--- src/rtl/select_encode_sb.sv ---
// Register select-and-encode unit: latched IR, gra/grb/grc field select, one-hot
// register enables, sign-extended C constant. Define SELENC_SCOREBOARD_EN to add the pending-write scoreboard and stall.
module select_encode_sb #(
  parameter int unsigned DATA_W   = 32,
  parameter int unsigned NUM_REGS = 16,
  parameter int unsigned RA_LSB   = 23,
  parameter int unsigned RB_LSB   = 19,
  parameter int unsigned RC_LSB   = 15,
  parameter int unsigned CONST_W  = 19,
  localparam int unsigned RIDX_W  = $clog2(NUM_REGS)
) (
  input  logic                clk,
  input  logic                clr_n,
  input  logic                ir_load,
  input  logic [DATA_W-1:0]   ir_in,
  input  logic                gra,
  input  logic                grb,
  input  logic                grc,
  input  logic                rin,
  input  logic                rout,
  input  logic                baout,
  input  logic                sb_set,
  input  logic                sb_clr,
  input  logic [RIDX_W-1:0]   sb_clr_idx,
  output logic [NUM_REGS-1:0] r_in_en,
  output logic [NUM_REGS-1:0] r_out_en,
  output logic                r0_zero,
  output logic [DATA_W-1:0]   const_c,
  output logic                stall,
  output logic [NUM_REGS-1:0] sb_pending,
  output logic                sel_err
);

  logic [DATA_W-1:0]   r_ir;
  logic                r_sel_err;
  logic [RIDX_W-1:0]   w_sel_idx;
  logic                w_sel_valid;
  logic                w_access;
  logic                w_multi_sel;
  logic                w_r0_base;
  logic [NUM_REGS-1:0] w_onehot;
  logic                w_unused;

  // NOTE: sequential state uses non-blocking assignments so every flop samples pre-edge values.
  always_ff @(posedge clk or negedge clr_n) begin
    if (!clr_n) begin
      r_ir      <= '0;
      r_sel_err <= 1'b0;
    end else begin
      if (ir_load) r_ir <= ir_in;
      if (w_multi_sel) r_sel_err <= 1'b1;
    end
  end

  // NOTE: the combinational block assigns a default first so no path can infer a latch.
  always_comb begin
    w_sel_idx = '0;
    if (gra)      w_sel_idx = r_ir[RA_LSB +: RIDX_W];
    else if (grb) w_sel_idx = r_ir[RB_LSB +: RIDX_W];
    else if (grc) w_sel_idx = r_ir[RC_LSB +: RIDX_W];
  end

  assign w_sel_valid = gra | grb | grc;
  assign w_access    = rin | rout | baout;
  assign w_multi_sel = (gra & grb) | (gra & grc) | (grb & grc);
  assign w_onehot    = NUM_REGS'(1) << w_sel_idx;
  assign w_r0_base   = baout && (w_sel_idx == '0);

`ifdef SELENC_SCOREBOARD_EN
  logic [NUM_REGS-1:0] r_pending;
  logic                w_sb_set_ok;

  assign w_sb_set_ok = sb_set & w_sel_valid & ~stall;

  // The set is written after the clear so a same-index collision leaves the bit set.
  always_ff @(posedge clk or negedge clr_n) begin
    if (!clr_n) begin
      r_pending <= '0;
    end else begin
      if (sb_clr)      r_pending[sb_clr_idx] <= 1'b0;
      if (w_sb_set_ok) r_pending[w_sel_idx]  <= 1'b1;
    end
  end

  assign stall      = w_sel_valid & w_access & r_pending[w_sel_idx];
  assign sb_pending = r_pending;
  assign w_unused   = ^r_ir;
`else
  assign stall      = 1'b0;
  assign sb_pending = '0;
  assign w_unused   = ^{r_ir, sb_set, sb_clr, sb_clr_idx};
`endif

  assign r_in_en  = (w_sel_valid & rin & ~stall) ? w_onehot : '0;
  assign r_out_en = (w_sel_valid & (rout | baout) & ~stall & ~w_r0_base) ? w_onehot : '0;
  assign r0_zero  = w_sel_valid & ~stall & w_r0_base;
  assign const_c  = {{(DATA_W-CONST_W){r_ir[CONST_W-1]}}, r_ir[CONST_W-1:0]};
  assign sel_err  = r_sel_err;

endmodule

--- config.mk ---
export PLATFORM = sky130hd
export DESIGN_NAME = select_encode_sb
export DESIGN_NICKNAME = d
export VERILOG_FILES = /design/src/rtl/select_encode_sb.sv
export SDC_FILE = /design/constraint.sdc
export NUM_CORES = 1
export LEC_CHECK = 0
export ABC_AREA = 1
export CAP_MARGIN = 20
export CELL_PAD_IN_SITES_DETAIL_PLACEMENT = 2
export CELL_PAD_IN_SITES_GLOBAL_PLACEMENT = 2
export CORE_MARGIN = 5
export CORE_UTILIZATION = 19
export DETAILED_ROUTE_END_ITERATION = 10
export GPL_TIMING_DRIVEN = 0
export PLACE_DENSITY = 0.81
export SLEW_MARGIN = 40
export SYNTH_ARGS = -nofsm -noshare
export SYNTH_HDL_FRONTEND = slang
export SYNTH_SLANG_ARGS = --single-unit
--- constraint.sdc ---
create_clock -name clk -period 2.53 [get_ports clk]
set_input_delay 0.3795 -clock clk [delete_from_list [all_inputs] [get_ports clk]]
set_output_delay 0.3795 -clock clk [all_outputs]
set_load 0.005 [all_outputs]
Yosys cells after proc, flatten, opt, wreduce, memory -nomap -nowiden
Index checks and enable logic that the tools add are counted.
- shift-type cells: 1
- mux-type cells: 5
- bitwise operators: 13
- reduce and logical (&&, ||, !) cells: 2
- operator list (cell ; count):
    16-bit 2-to-1 mux ; 2
    1-bit by 4-bit << shifter with 16-bit output (first input constant) ; 1
    4-bit 2-to-1 mux ; 3
    1-bit AND ; 7
    1-bit bitwise OR ; 5
    4-bit logical NOT ; 1
    1-bit logical AND ; 1
    1-bit NOT ; 1
- register bits: 28
- bits of input ports: 47
- output and inout port bits: 83

Longest topological paths before layout
- word-level depth: 8
- gate-level depth with buffers: 10

Worst setup path before layout
Ideal clock, no wire load.
- path type: register -> output
- start point: register r_ir[18]
- end point: output port r_out_en[10]
- arrival: 1341 ps
- data required time: 2151 ps
- path slack: 810 ps
- stages on the path, launching flop included: 10
- path buffers: 1
- cells stage by stage: dfrtp_1 -> nand3_1 -> nand2_1 -> nand2_2 -> nand2_2 -> nor2_4 -> nand2_2 -> nand2_4 -> buf_6 -> nor2_1
- word-level cells in the longest chain between the ends: 8
- ends and longest elaborated chain (what ; line ; source):
    start: declaration ; 34 ; logic [DATA_W-1:0] r_ir;
    start signal: assignment ; 50 ; if (ir_load) r_ir <= ir_in;
    4-bit 2-to-1 mux (*) ; 60 ; else if (grc) w_sel_idx = r_ir[RC_LSB +: RIDX_W];
    4-bit 2-to-1 mux (*) ; 59 ; else if (grb) w_sel_idx = r_ir[RB_LSB +: RIDX_W];
    4-bit 2-to-1 mux (*) ; 58 ; if (gra) w_sel_idx = r_ir[RA_LSB +: RIDX_W];
    4-bit logical NOT ; 67 ; assign w_r0_base = baout && (w_sel_idx == '0);
    1-bit logical AND ; 67 ;
    1-bit NOT ; 95 ; assign r_out_en = (w_sel_valid & (rout | baout) & ~stall & ~w_r0_base) ? w_onehot : '0;
    1-bit AND ; 95 ;
    16-bit 2-to-1 mux (*) ; 95 ;
    end: declaration ; 26 ; output logic [NUM_REGS-1:0] r_out_en,
Every way passes the cells marked *; elsewhere a longest branch is shown, timed or not.

Worst setup path after layout
- start point: register r_ir[21]
- end point: output port r_out_en[4]
- word-level cells in the longest chain between the ends: 7
- ends and longest elaborated chain (what ; line):
    4-bit 2-to-1 mux (*) ; 59
    4-bit 2-to-1 mux (*) ; 58
    4-bit logical NOT ; 67
    1-bit logical AND ; 67
    1-bit NOT ; 95
    1-bit AND ; 95
    16-bit 2-to-1 mux (*) ; 95
Marks and branches as above.

==> out/metrics.cfg <==
[clock_tree]
cts_buffers=3
tritoncts=built
clock_latency_ns=0.27
cts_buffer_depth=2
clock_tree.root_cell=clkbuf_8
cts.sinks=28
h-tree-depth=1
clk_pin_slew_ns=0.10

[place]
placed_area_um2=3044
routabilityCongestion=0.6729
place_ws_ns=-0.3548
io_buffers=100
place_inst=454
dp_hpwl_mm=5.299

[floorplanning]
num_io_pins=130
num_rows=35
start_util_pct=19.58
die_y_um=108.1
fp.dieW_um=108.1
dieArea_um2=11680
coreArea_um2=9328

[setup_path]
critPathKind=register to output port
cp-start-kind=register
crit_chain=a21oi_1 -> nand2_1 -> nand2_4 -> nand2_2 -> nor2_4 -> nand2_2 -> nand2_4 -> buf_4 -> nor2_1 -> clkdlybuf4s50_1
max_stage_delay_ns=0.44
worstPathArrival_ns=2.08
critPathMaxFanout=7
cp_slowest_cell=clkdlybuf4s50_1
endpoint_kind=output port
required_ns=2.15

[route]
firstDrtPassIters=4
drt_drc_violations_left=0
ant_nets=0
route.detailed.wl_per_inst_um=13.98
vias=1798
drt_iter0_markers=34
routed_via_density=3.842
drt-total-wl_mm=6.543

[timing]
worst_pin_slew_ns=0.6576
tns_ns=0
finalMaxSlewViolations=0
final_hold_viol_count=0
fin_crit_ns=2.461
timing.slew.headroom_pct=56.16
grt_setup_unrepaired=yes
setup_ws_ns=0.06911
clock_skew_ns=0
fin_crit_sh_pct=97.27
setup_viol=0
max_freq_mhz=406.4

[logic_synthesis]
synth_xor_area_share_pct=0
synth-seq-cells=28
synth-simple-area-share_pct=20.21
synth_compound_area_share_pct=3.288
ys_warn_count=0
synthDistinctLibCells=22
synth_top_family_by_area=buffers and inverters
synth_adder_area_share_pct=0
synth_cells=209
avgSynthCellArea_um2=8.740
synth_area_um2=1827
ys_seq_area_share_pct=38.36
muxShareOfSynthArea_pct=14.18

[global_routing]
grt_usage_pct=10.53
grt_start_max_net_pins=29
grt_overflow_total=0
grt_pass1_wl_mm=9.867
antenna_found_initial=0
grt_pass1_vias=1987

[layout]
layout.nets=387
area_growth_pct=77.67
instances_no_fill=468
diodes=0
drive_above_1_share_pct=32.74
layout_common_cells=87 x clkdlybuf4s50_1, 59 x buf_4, 35 x nor2_1, 27 x dfrtp_1, 23 x mux2_2
post-route-cell-area_um2=3246
layout_commonest_cell=clkdlybuf4s50_1

[job]
cap_violations=0

[pwr]
switchingPower_mw=0.3669
p_int_mw=0.9491
p_per_area_nw_per_um2=405.5
p_clk_share_pct=21.3
power_frac_comb_pct=39.8
p_seq_share_pct=39.0
netSwitchingFraction_pct=27.88
vdd_drop_max_mv=0.1854
p_leak_nw=1.599
totalPowerFinal_mw=1.316

[run_status]
status=complete, no violations

[min_path]
hold_path.class=input port to asynchronous set/reset pin

kinds of logic after synthesis:
| group | count (synthesis) |
|---|---|
| buffers and inverters | 64 |
| other | 1 |
| DFF | 28 |
| muxes | 23 |
| and+or+nand+nor | 81 |
| AOI/OAI and AO/OA | 12 |
per-layer routing:
| layer | up-vias | share of wire, % | GRT usage (%) |
|---|---|---|---|
| met5 | - | 0 | 0 |
| met4 | 0 | 0.58 | 1.623 |
| met3 | 4 | 7.2 | 2.925 |
| met2 | 63 | 55 | 20.83 |
| met1 | 869 | 38 | 11.18 |
| li1 | 862 | - | - |
power by group through the flow:
stage,clock (mW),sequential (mW),combinational (mW)
finish,0.280,0.513,0.523
floorplan,0,0.518,0.238
global route,0.313,0.519,0.572
CTS,0.300,0.514,0.503
detailed placement,0,0.530,0.487
global placement,0,0.525,0.470
layout make-up:
type	instances	area [um^2]
clock buffers	4	55.05
repair buffers	110	1092
multi-input cells	133	797.0
inverters	9	33.78
well taps	129	161.4
flip-flops and latches	28	701.9
fillers	1069	6082
plain buffers	55	404.1
state kept, by name, summed over array words and instances, names as in the netlist:
signal   cells
sel_err      1
r_ir        27
worst max-delay path: cells and delay by family (launching register included):
kind | cells | cell delay (ns)
AOI/OAI and AO/OA | 1 | 0.19
and+or+nand+nor | 7 | 0.65
buffers and inverters | 2 | 0.56
DFF | 1 | 0.41
cells in the mapped netlist (all sizes together):
cell	count	area, um^2
buf	54	396.6
nor2	38	150.1
dfrtp	28	700.7
nand2	24	120.1
mux2	23	259.0
nand3	16	80.08
inv	9	33.78
a21oi	7	35.03
o21ai	5	25.02
clkbuf	1	3.750
conb	1	3.750
nand3b	1	7.510
nand4	1	6.260
nor3	1	5.000
path summary, 6_finish.rpt:
kind,from,end,slack (ns),cells past startpoint
worst max-delay path,r_ir[21]$_DFFE_PN0P_,r_out_en[4],0.07,10
max in group asynchronous,clr_n,r_ir[18]$_DFFE_PN0P_,1.95,1
worst min register to register,sel_err$_DFFE_PN0P_,sel_err$_DFFE_PN0P_,0.48,2
worst min-delay path,clr_n,r_ir[11]$_DFFE_PN0P_,0.12,1
min in group clk,grb,sel_err$_DFFE_PN0P_,0.46,3
worst max register to register,r_ir[18]$_DFFE_PN0P_,r_ir[18]$_DFFE_PN0P_,1.55,2
metrics by stage:
step / util [%] / hold slack, ns
after global placement: 32.69 / 0.4564
after detailed placement: 32.64 / 0.4597
after floorplan: - / 0.08391
final: 34.80 / 0.1177
after global routing: 34.80 / 0.1735
after CTS: 33.57 / 0.1414
timing repair:
item                       CTS  global route
gates resized for setup     13            19
setup endpoints to repair   33            27
hold buffers                 0             0
buffers inserted             1             9
pin swaps                    0             3
Power figures use the tool's default switching activity.
